$ cat src/rtl/clint_pkg.sv
// Shared constants for the core-local interrupt controller: CSR addresses, instruction
// encodings, trap causes and the mstatus update helpers.
package clint_pkg;

    localparam logic [31:0] MCAUSE_TIMER  = 32'h8000_0007;
    localparam logic [31:0] MCAUSE_ECALL  = 32'd11;
    localparam logic [31:0] MCAUSE_EBREAK = 32'd3;

    localparam logic [11:0] CSR_MEPC    = 12'h341;
    localparam logic [11:0] CSR_MCAUSE  = 12'h342;
    localparam logic [11:0] CSR_MSTATUS = 12'h300;
    localparam logic [11:0] CSR_MTVEC   = 12'h305;

    localparam logic [31:0] INST_ECALL  = 32'h0000_0073;
    localparam logic [31:0] INST_EBREAK = 32'h0010_0073;
    localparam logic [31:0] INST_MRET   = 32'h3020_0073;

    localparam int unsigned MSTATUS_MIE  = 3;
    localparam int unsigned MSTATUS_MPIE = 7;

    // Trap entry: MPIE <- MIE, MIE <- 0.
    function automatic logic [31:0] mstatus_on_trap(input logic [31:0] s);
        logic [31:0] r;
        r               = s;
        r[MSTATUS_MPIE] = s[MSTATUS_MIE];
        r[MSTATUS_MIE]  = 1'b0;
        return r;
    endfunction

    // Trap return: MIE <- MPIE, MPIE <- 1.
    function automatic logic [31:0] mstatus_on_mret(input logic [31:0] s);
        logic [31:0] r;
        r               = s;
        r[MSTATUS_MIE]  = s[MSTATUS_MPIE];
        r[MSTATUS_MPIE] = 1'b1;
        return r;
    endfunction

endpackage

$ cat src/rtl/clint_if.sv
// Link between the interrupt controller and the CSR register file: the clint write port
// plus the CSR values and ex-stage write activity the controller needs to see.
interface clint_if;

    logic        clint_we;
    logic [31:0] clint_waddr;
    logic [31:0] clint_wdata;
    logic        csr_ex_we;
    logic [31:0] csr_mtvec;
    logic [31:0] csr_mepc;
    logic [31:0] csr_mstatus;
    logic        global_int_en;

    modport master (
        output clint_we, clint_waddr, clint_wdata,
        input  csr_ex_we, csr_mtvec, csr_mepc, csr_mstatus, global_int_en
    );

    modport slave (
        input  clint_we, clint_waddr, clint_wdata,
        output csr_ex_we, csr_mtvec, csr_mepc, csr_mstatus, global_int_en
    );

endinterface

$ cat src/rtl/clint.sv
// Core-local interrupt controller: detects ecall/ebreak/timer irq/mret, sequences the
// mepc/mcause/mstatus CSR writes and redirects the PC. Define CLINT_EBREAK_EN to trap on ebreak.
module clint
    import clint_pkg::*;
(
    input  logic        clk,
    input  logic        rst,
    input  logic [31:0] inst_i,
    input  logic [31:0] inst_addr_i,
    input  logic        jump_flag_i,
    input  logic [31:0] jump_addr_i,
    input  logic        irq_i,
    clint_if.master     csr,
    output logic        hold_flag_o,
    output logic        int_assert_o,
    output logic [31:0] int_addr_o
);

    typedef enum logic [2:0] {
        StIdle, StMepc, StMcause, StMstatus, StAssert, StMret, StMretAssert
    } state_e;

    state_e      state_q, state_d;
    logic        irq_pend_q, irq_pend_d;
    logic [31:0] mepc_q, mepc_d;
    logic [31:0] cause_q, cause_d;
    logic        is_ecall, is_ebreak, is_mret, is_irq;
    logic        we;
    logic [31:0] waddr, wdata;

    always_comb begin
        is_ecall = (inst_i == INST_ECALL);
`ifdef CLINT_EBREAK_EN
        is_ebreak = (inst_i == INST_EBREAK);
`else
        is_ebreak = 1'b0;
`endif
        is_mret = (inst_i == INST_MRET);
        is_irq  = irq_pend_q & csr.global_int_en;
    end

    always_comb begin
        state_d      = state_q;
        mepc_d       = mepc_q;
        cause_d      = cause_q;
        irq_pend_d   = irq_pend_q | (irq_i & csr.global_int_en);
        we           = 1'b0;
        waddr        = 32'h0;
        wdata        = 32'h0;
        hold_flag_o  = 1'b0;
        int_assert_o = 1'b0;
        int_addr_o   = 32'h0;

        case (state_q)
            StIdle: begin
                if (is_ecall) begin
                    cause_d = MCAUSE_ECALL;
                    mepc_d  = inst_addr_i;
                    state_d = StMepc;
                end else if (is_ebreak) begin
                    cause_d = MCAUSE_EBREAK;
                    mepc_d  = inst_addr_i;
                    state_d = StMepc;
                end else if (is_irq) begin
                    // A redirecting ex stage means inst_addr_i is on the wrong path.
                    cause_d    = MCAUSE_TIMER;
                    mepc_d     = jump_flag_i ? jump_addr_i : inst_addr_i;
                    irq_pend_d = 1'b0;
                    state_d    = StMepc;
                end else if (is_mret) begin
                    state_d = StMret;
                end
                hold_flag_o = is_ecall | is_ebreak | is_irq | is_mret;
            end
            StMepc, StMcause, StMstatus, StMret: begin
                hold_flag_o = 1'b1;
                // The ex stage owns the CSR port this cycle; retry next cycle.
                if (!csr.csr_ex_we) begin
                    we = 1'b1;
                    unique case (state_q)
                        StMepc: begin
                            waddr   = {20'h0, CSR_MEPC};
                            wdata   = mepc_q;
                            state_d = StMcause;
                        end
                        StMcause: begin
                            waddr   = {20'h0, CSR_MCAUSE};
                            wdata   = cause_q;
                            state_d = StMstatus;
                        end
                        StMstatus: begin
                            waddr   = {20'h0, CSR_MSTATUS};
                            wdata   = mstatus_on_trap(csr.csr_mstatus);
                            state_d = StAssert;
                        end
                        default: begin
                            waddr   = {20'h0, CSR_MSTATUS};
                            wdata   = mstatus_on_mret(csr.csr_mstatus);
                            state_d = StMretAssert;
                        end
                    endcase
                end
            end
            StAssert: begin
                int_assert_o = 1'b1;
                int_addr_o   = csr.csr_mtvec;
                state_d      = StIdle;
            end
            StMretAssert: begin
                int_assert_o = 1'b1;
                int_addr_o   = csr.csr_mepc;
                state_d      = StIdle;
            end
            default: state_d = StIdle;
        endcase

        if (rst) begin
            we           = 1'b0;
            waddr        = 32'h0;
            wdata        = 32'h0;
            hold_flag_o  = 1'b0;
            int_assert_o = 1'b0;
            int_addr_o   = 32'h0;
        end
    end

    assign csr.clint_we    = we;
    assign csr.clint_waddr = waddr;
    assign csr.clint_wdata = wdata;

    always_ff @(posedge clk or posedge rst) begin
        if (rst) begin
            state_q    <= StIdle;
            irq_pend_q <= 1'b0;
            mepc_q     <= 32'h0;
            cause_q    <= 32'h0;
        end else begin
            state_q    <= state_d;
            irq_pend_q <= irq_pend_d;
            mepc_q     <= mepc_d;
            cause_q    <= cause_d;
        end
    end

endmodule

$ cat src/flat_wrapper.sv
// flat-port wrapper written by rule: the top's interface ports become plain ports
module clint_flat import clint_pkg::*;
  (clk, rst, inst_i, inst_addr_i, jump_flag_i, jump_addr_i, irq_i, hold_flag_o, int_assert_o, int_addr_o, csr_clint_we, csr_clint_waddr, csr_clint_wdata, csr_csr_ex_we, csr_csr_mtvec, csr_csr_mepc, csr_csr_mstatus, csr_global_int_en);
  clint_if csr_i ();
  input  logic clk;
  input  logic rst;
  input  logic [31:0] inst_i;
  input  logic [31:0] inst_addr_i;
  input  logic jump_flag_i;
  input  logic [31:0] jump_addr_i;
  input  logic irq_i;
  output logic hold_flag_o;
  output logic int_assert_o;
  output logic [31:0] int_addr_o;
  output wire logic [$bits(csr_i.clint_we)-1:0] csr_clint_we;
  output wire logic [$bits(csr_i.clint_waddr)-1:0] csr_clint_waddr;
  output wire logic [$bits(csr_i.clint_wdata)-1:0] csr_clint_wdata;
  input wire logic [$bits(csr_i.csr_ex_we)-1:0] csr_csr_ex_we;
  input wire logic [$bits(csr_i.csr_mtvec)-1:0] csr_csr_mtvec;
  input wire logic [$bits(csr_i.csr_mepc)-1:0] csr_csr_mepc;
  input wire logic [$bits(csr_i.csr_mstatus)-1:0] csr_csr_mstatus;
  input wire logic [$bits(csr_i.global_int_en)-1:0] csr_global_int_en;
  assign csr_clint_we = csr_i.clint_we;
  assign csr_clint_waddr = csr_i.clint_waddr;
  assign csr_clint_wdata = csr_i.clint_wdata;
  assign csr_i.csr_ex_we = csr_csr_ex_we;
  assign csr_i.csr_mtvec = csr_csr_mtvec;
  assign csr_i.csr_mepc = csr_csr_mepc;
  assign csr_i.csr_mstatus = csr_csr_mstatus;
  assign csr_i.global_int_en = csr_global_int_en;
  clint u_core (.clk(clk), .rst(rst), .inst_i(inst_i), .inst_addr_i(inst_addr_i), .jump_flag_i(jump_flag_i), .jump_addr_i(jump_addr_i), .irq_i(irq_i), .csr(csr_i), .hold_flag_o(hold_flag_o), .int_assert_o(int_assert_o), .int_addr_o(int_addr_o));
endmodule
$ cat config.mk
export PLATFORM = sky130hd
export DESIGN_NAME = clint_flat
export DESIGN_NICKNAME = d
export VERILOG_FILES = /design/src/rtl/clint_pkg.sv /design/src/rtl/clint_if.sv /design/src/rtl/clint.sv /design/src/flat_wrapper.sv
export SDC_FILE = /design/constraint.sdc
export NUM_CORES = 1
export LEC_CHECK = 0
export CAP_MARGIN = 20
export CORE_AREA = 2 2 114 116
export CTS_CLUSTER_SIZE = 8
export DETAILED_ROUTE_END_ITERATION = 7
export DIE_AREA = 0 0 116 118
export GPL_ROUTABILITY_DRIVEN = 0
export PLACE_DENSITY = 0.74
export SYNTH_ARGS = -nofsm -noshare
export SYNTH_HDL_FRONTEND = slang
export SYNTH_SLANG_ARGS = --single-unit
$ cat constraint.sdc
create_clock -name clk -period 3.1 [get_ports clk]
set_clock_uncertainty 0.15 [all_clocks]
set_input_delay 0.31 -clock clk [delete_from_list [all_inputs] [get_ports clk]]
set_output_delay 0.31 -clock clk [all_outputs]
set_load 0.01 [all_outputs]
==> results of run 1 <==
## placed cells by master (no fill, tap or decap), types with 2 or more instances in the layout
master             n
clkdlybuf4s50_1  269
nor2_1            74
a22oi_1           58
dfrtp_1           39
a21oi_1           35
o21bai_1          32
o221a_2           32
conb_1            27
buf_4             19
nand2_1            9
nor4_1             6
nand2b_1           5
clkbuf_16          5
o21ai_0            4
inv_1              4
a222oi_1           4
nor3_1             3
or3_1              3
nand3_1            3
nand3b_1           2
a21o_1             2
o22ai_1            2
nor2b_1            2
buf_12             2
## layer usage
metal	share of wire	wire length, um	track usage	vias up
met5	0	0	0	-
met4	0.030	440	0.0714	0
met3	0.099	1440	0.0525	32
met2	0.49	7150	0.337	238
met1	0.38	5500	0.242	2033
li1	-	-	-	1976
## state kept, by name, indices dropped and copies added (netlist names)
signal             cells
u_core.cause_q         3
u_core.mepc_q         32
u_core.irq_pend_q      1
u_core.state_q         3
## power groups by stage
stage / Sequential, mW / Clock [mW] / Combinational (mW)
floorplan: 0.857 / 0 / 1.22
global placement: 0.930 / 0 / 1.93
detailed placement: 0.928 / 0 / 1.98
CTS: 0.931 / 0.539 / 1.98
global route: 0.965 / 0.563 / 2.14
finish: 0.937 / 0.525 / 1.96
## metrics by stage
| step | total power, mW | instances | hold WS, ns | worst slack [ns] | utilization |
|---|---|---|---|---|---|
| 5_1_grt | 3.67 | 830 | 0.190 | 0.0282 | 0.502 |
| 3_3_place_gp | 2.86 | 823 | 0.314 | 0.158 | 0.489 |
| 2_1_floorplan | 2.08 | 429 | 0.272 | 0.692 | - |
| 4_1_cts | 3.45 | 830 | 0.183 | 0.0214 | 0.501 |
| 3_5_place_dp | 2.91 | 823 | 0.330 | 0.0352 | 0.489 |
| 6_report | 3.42 | 830 | 0.185 | 0.144 | 0.502 |
## logic make-up (layout without fill, tap and decap cells)
logic type,after synthesis,count (layout),share of synthesized area
compound gates,172,172,0.405
simple gates,118,118,0.171
buf+inv,73,302,0.124
flops,39,39,0.299
other cells,1,27,0.00115
## final cells by class
cell class              instances  area share
inverters                       5     0.00301
well taps                     172      0.0346
multi-input cells             317       0.320
clock buffers                   6      0.0223
clock inverters                 1     0.00141
flip-flops and latches         39       0.157
repair buffers                290       0.462
## critical path, stage by stage
cell and delay (ns):
clkdlybuf4s50_1 0.45, nor4_2 0.30, nand4_1 0.26, nor4_4 0.30
or2_1 0.16, o31a_1 0.17, clkdlybuf4s50_1 0.55
## repair_timing
| action | CTS | global route |
|---|---|---|
| gates resized for setup | 0 | 1 |
| buffers inserted | 0 | 0 |
| setup endpoints to repair | 0 | 1 |
## worst min-delay path by stage
stage	from	endpoint	slack (ns)	depth (start not counted)
finish	rst	u_core.state_q[2]	0.18	2
floorplan	csr_csr_ex_we	u_core.state_q[1]	0.27	1
detailed placement	u_core.cause_q[3]	u_core.cause_q[3]	0.33	1
CTS	rst	u_core.state_q[2]	0.18	2
global placement	u_core.cause_q[3]	u_core.cause_q[3]	0.31	1
global route	rst	u_core.state_q[2]	0.19	2
==> results_dict.tcl, run 1 <==
set metrics [dict create \
    critical_path.endpoint_type "output port" \
    worst-path-max-fanout 4 \
    grt_first_pass_wirelength_um 21700 \
    ys.flop_type "dfrtp_1" \
    seqPwrFrac 0.274 \
    ys_seq_elements 39 \
    avgSynthCellArea_um2 8.09 \
    tritoncts_num_sinks 39 \
    die_area_um2 13700 \
    gr-total-overflow 0 \
    cts.htree.levels 2 \
    fmax_mhz 338 \
    die_extent_in_x_um 116 \
    slew_viol_final 0 \
    stdcell_area_um2 6230 \
    route.final.wire_length_um 14500 \
    via_per_inst 5.16 \
    core.rowCount 41 \
    gr-usage-all-layers 0.200 \
    power.internal_mw 2.11 \
    layout.filler_cells 1184 \
    cp_data_arrival_time_ns 2.50 \
    min_period_over_period 0.953 \
    initial_core_util 0.263 \
    io_pins 297 \
    cp.required_ns 2.64 \
    timing_hold_violations_final 0 \
    antenna_violating_nets_post_route 0 \
    clock_power_share 0.153 \
    yosys_warnings 0 \
    yosys.area.top_type_share 0.299 \
    r2r.worst_path.cells 5 \
    grt_pass1_vias 4238 \
    grt_antenna_before_repair 0 \
    detail_route.wl_per_cell_um 17.5 \
    chip_height_um 118 \
    clk_pin_slew_ns 0.06 \
    final_period_minus_worst_setup_slack_ns 2.96 \
    finalSetupViolCount 0 \
    place_area_um2 6070 \
    worst_setup_path_start_kind "input port" \
    postCtsHoldBufs 0 \
    power_switching_share 0.382 \
    multi_input_comb_area_um2 1990 \
    yosysUniqueCellTypes 36 \
    route.detailed.drc 0 \
    synth_most_common_cell "nor2_1" \
    clk_lat_worst_skew_ns 0.28 \
    power.switching_mw 1.31 \
    netlist_instances 403 \
    synth_top_cell_by_area "dfrtp_1" \
    worstSetupStartpoint "inst_i[19]" \
    r2r_end "u_core.mepc_q[30]" \
    place.port_buffers 269 \
    drive_above_1_share 0.102 \
    power_density_nw_per_um2 549 \
    power.share.combinational 0.573 \
    register_area_um2 976 \
    synth-edff-count 0 \
    rrSetupSlack_ns 0.82 \
    count_of_nets_after_finishing 856 \
    synth.cell_area_um2 3260 \
    crit_path_category "input port to output port" \
    max_cap_violations 0 \
    ir_drop_v 0.000265 \
    detail_route.iter0.violations 211 \
    clock_tree_from_tritoncts "yes" \
    hold_path.class "input port to async pin" \
    routed-via-count 4279 \
    clock_tree.buffer_depth 2 \
    synth.top_cells.by_count "nor2_1, a22oi_1, dfrtp_1" \
    total_clock_buffers_created_by_cts 5 \
    asyncSetResetFlopFracSynth 1.00 \
    cts.root.buffer_cell "clkbuf_16" \
    grt_setup_unrepaired "no" \
    status "complete, no violations" \
    power.static_leakage_nw 2.43 \
    totalNegativeSetupSlack_ns 0 \
    drt_first_pass_iters 5 \
    sequential_share_of_the_synthesized_area 0.299 \
    crit-reg2reg-launch "u_core.state_q[1]" \
    detailedPlacementHpwl_um 11200 \
    pin_count_of_the_biggest_net_entering_global_routing 39 \
    core_um2 12400 \
    area.growth.synth_to_final_pct 90.9 \
    insertedDiodeCount 0 \
    capturing_element_of_the_worst_setup_path "hold_flag_o" \
    post_synth_main_area_contributors "dfrtp_1, a22oi_1, o221a_2" \
]
Power figures use the tool's default switching activity.
==> inputs of run 2 (changes only) <==
Settings changed: CAP_MARGIN 20 to 30, CTS_CLUSTER_DIAMETER from default to 200.
==> results of run 2 <==
No change in the layout: final DEF, timing and power equal those of run 1.
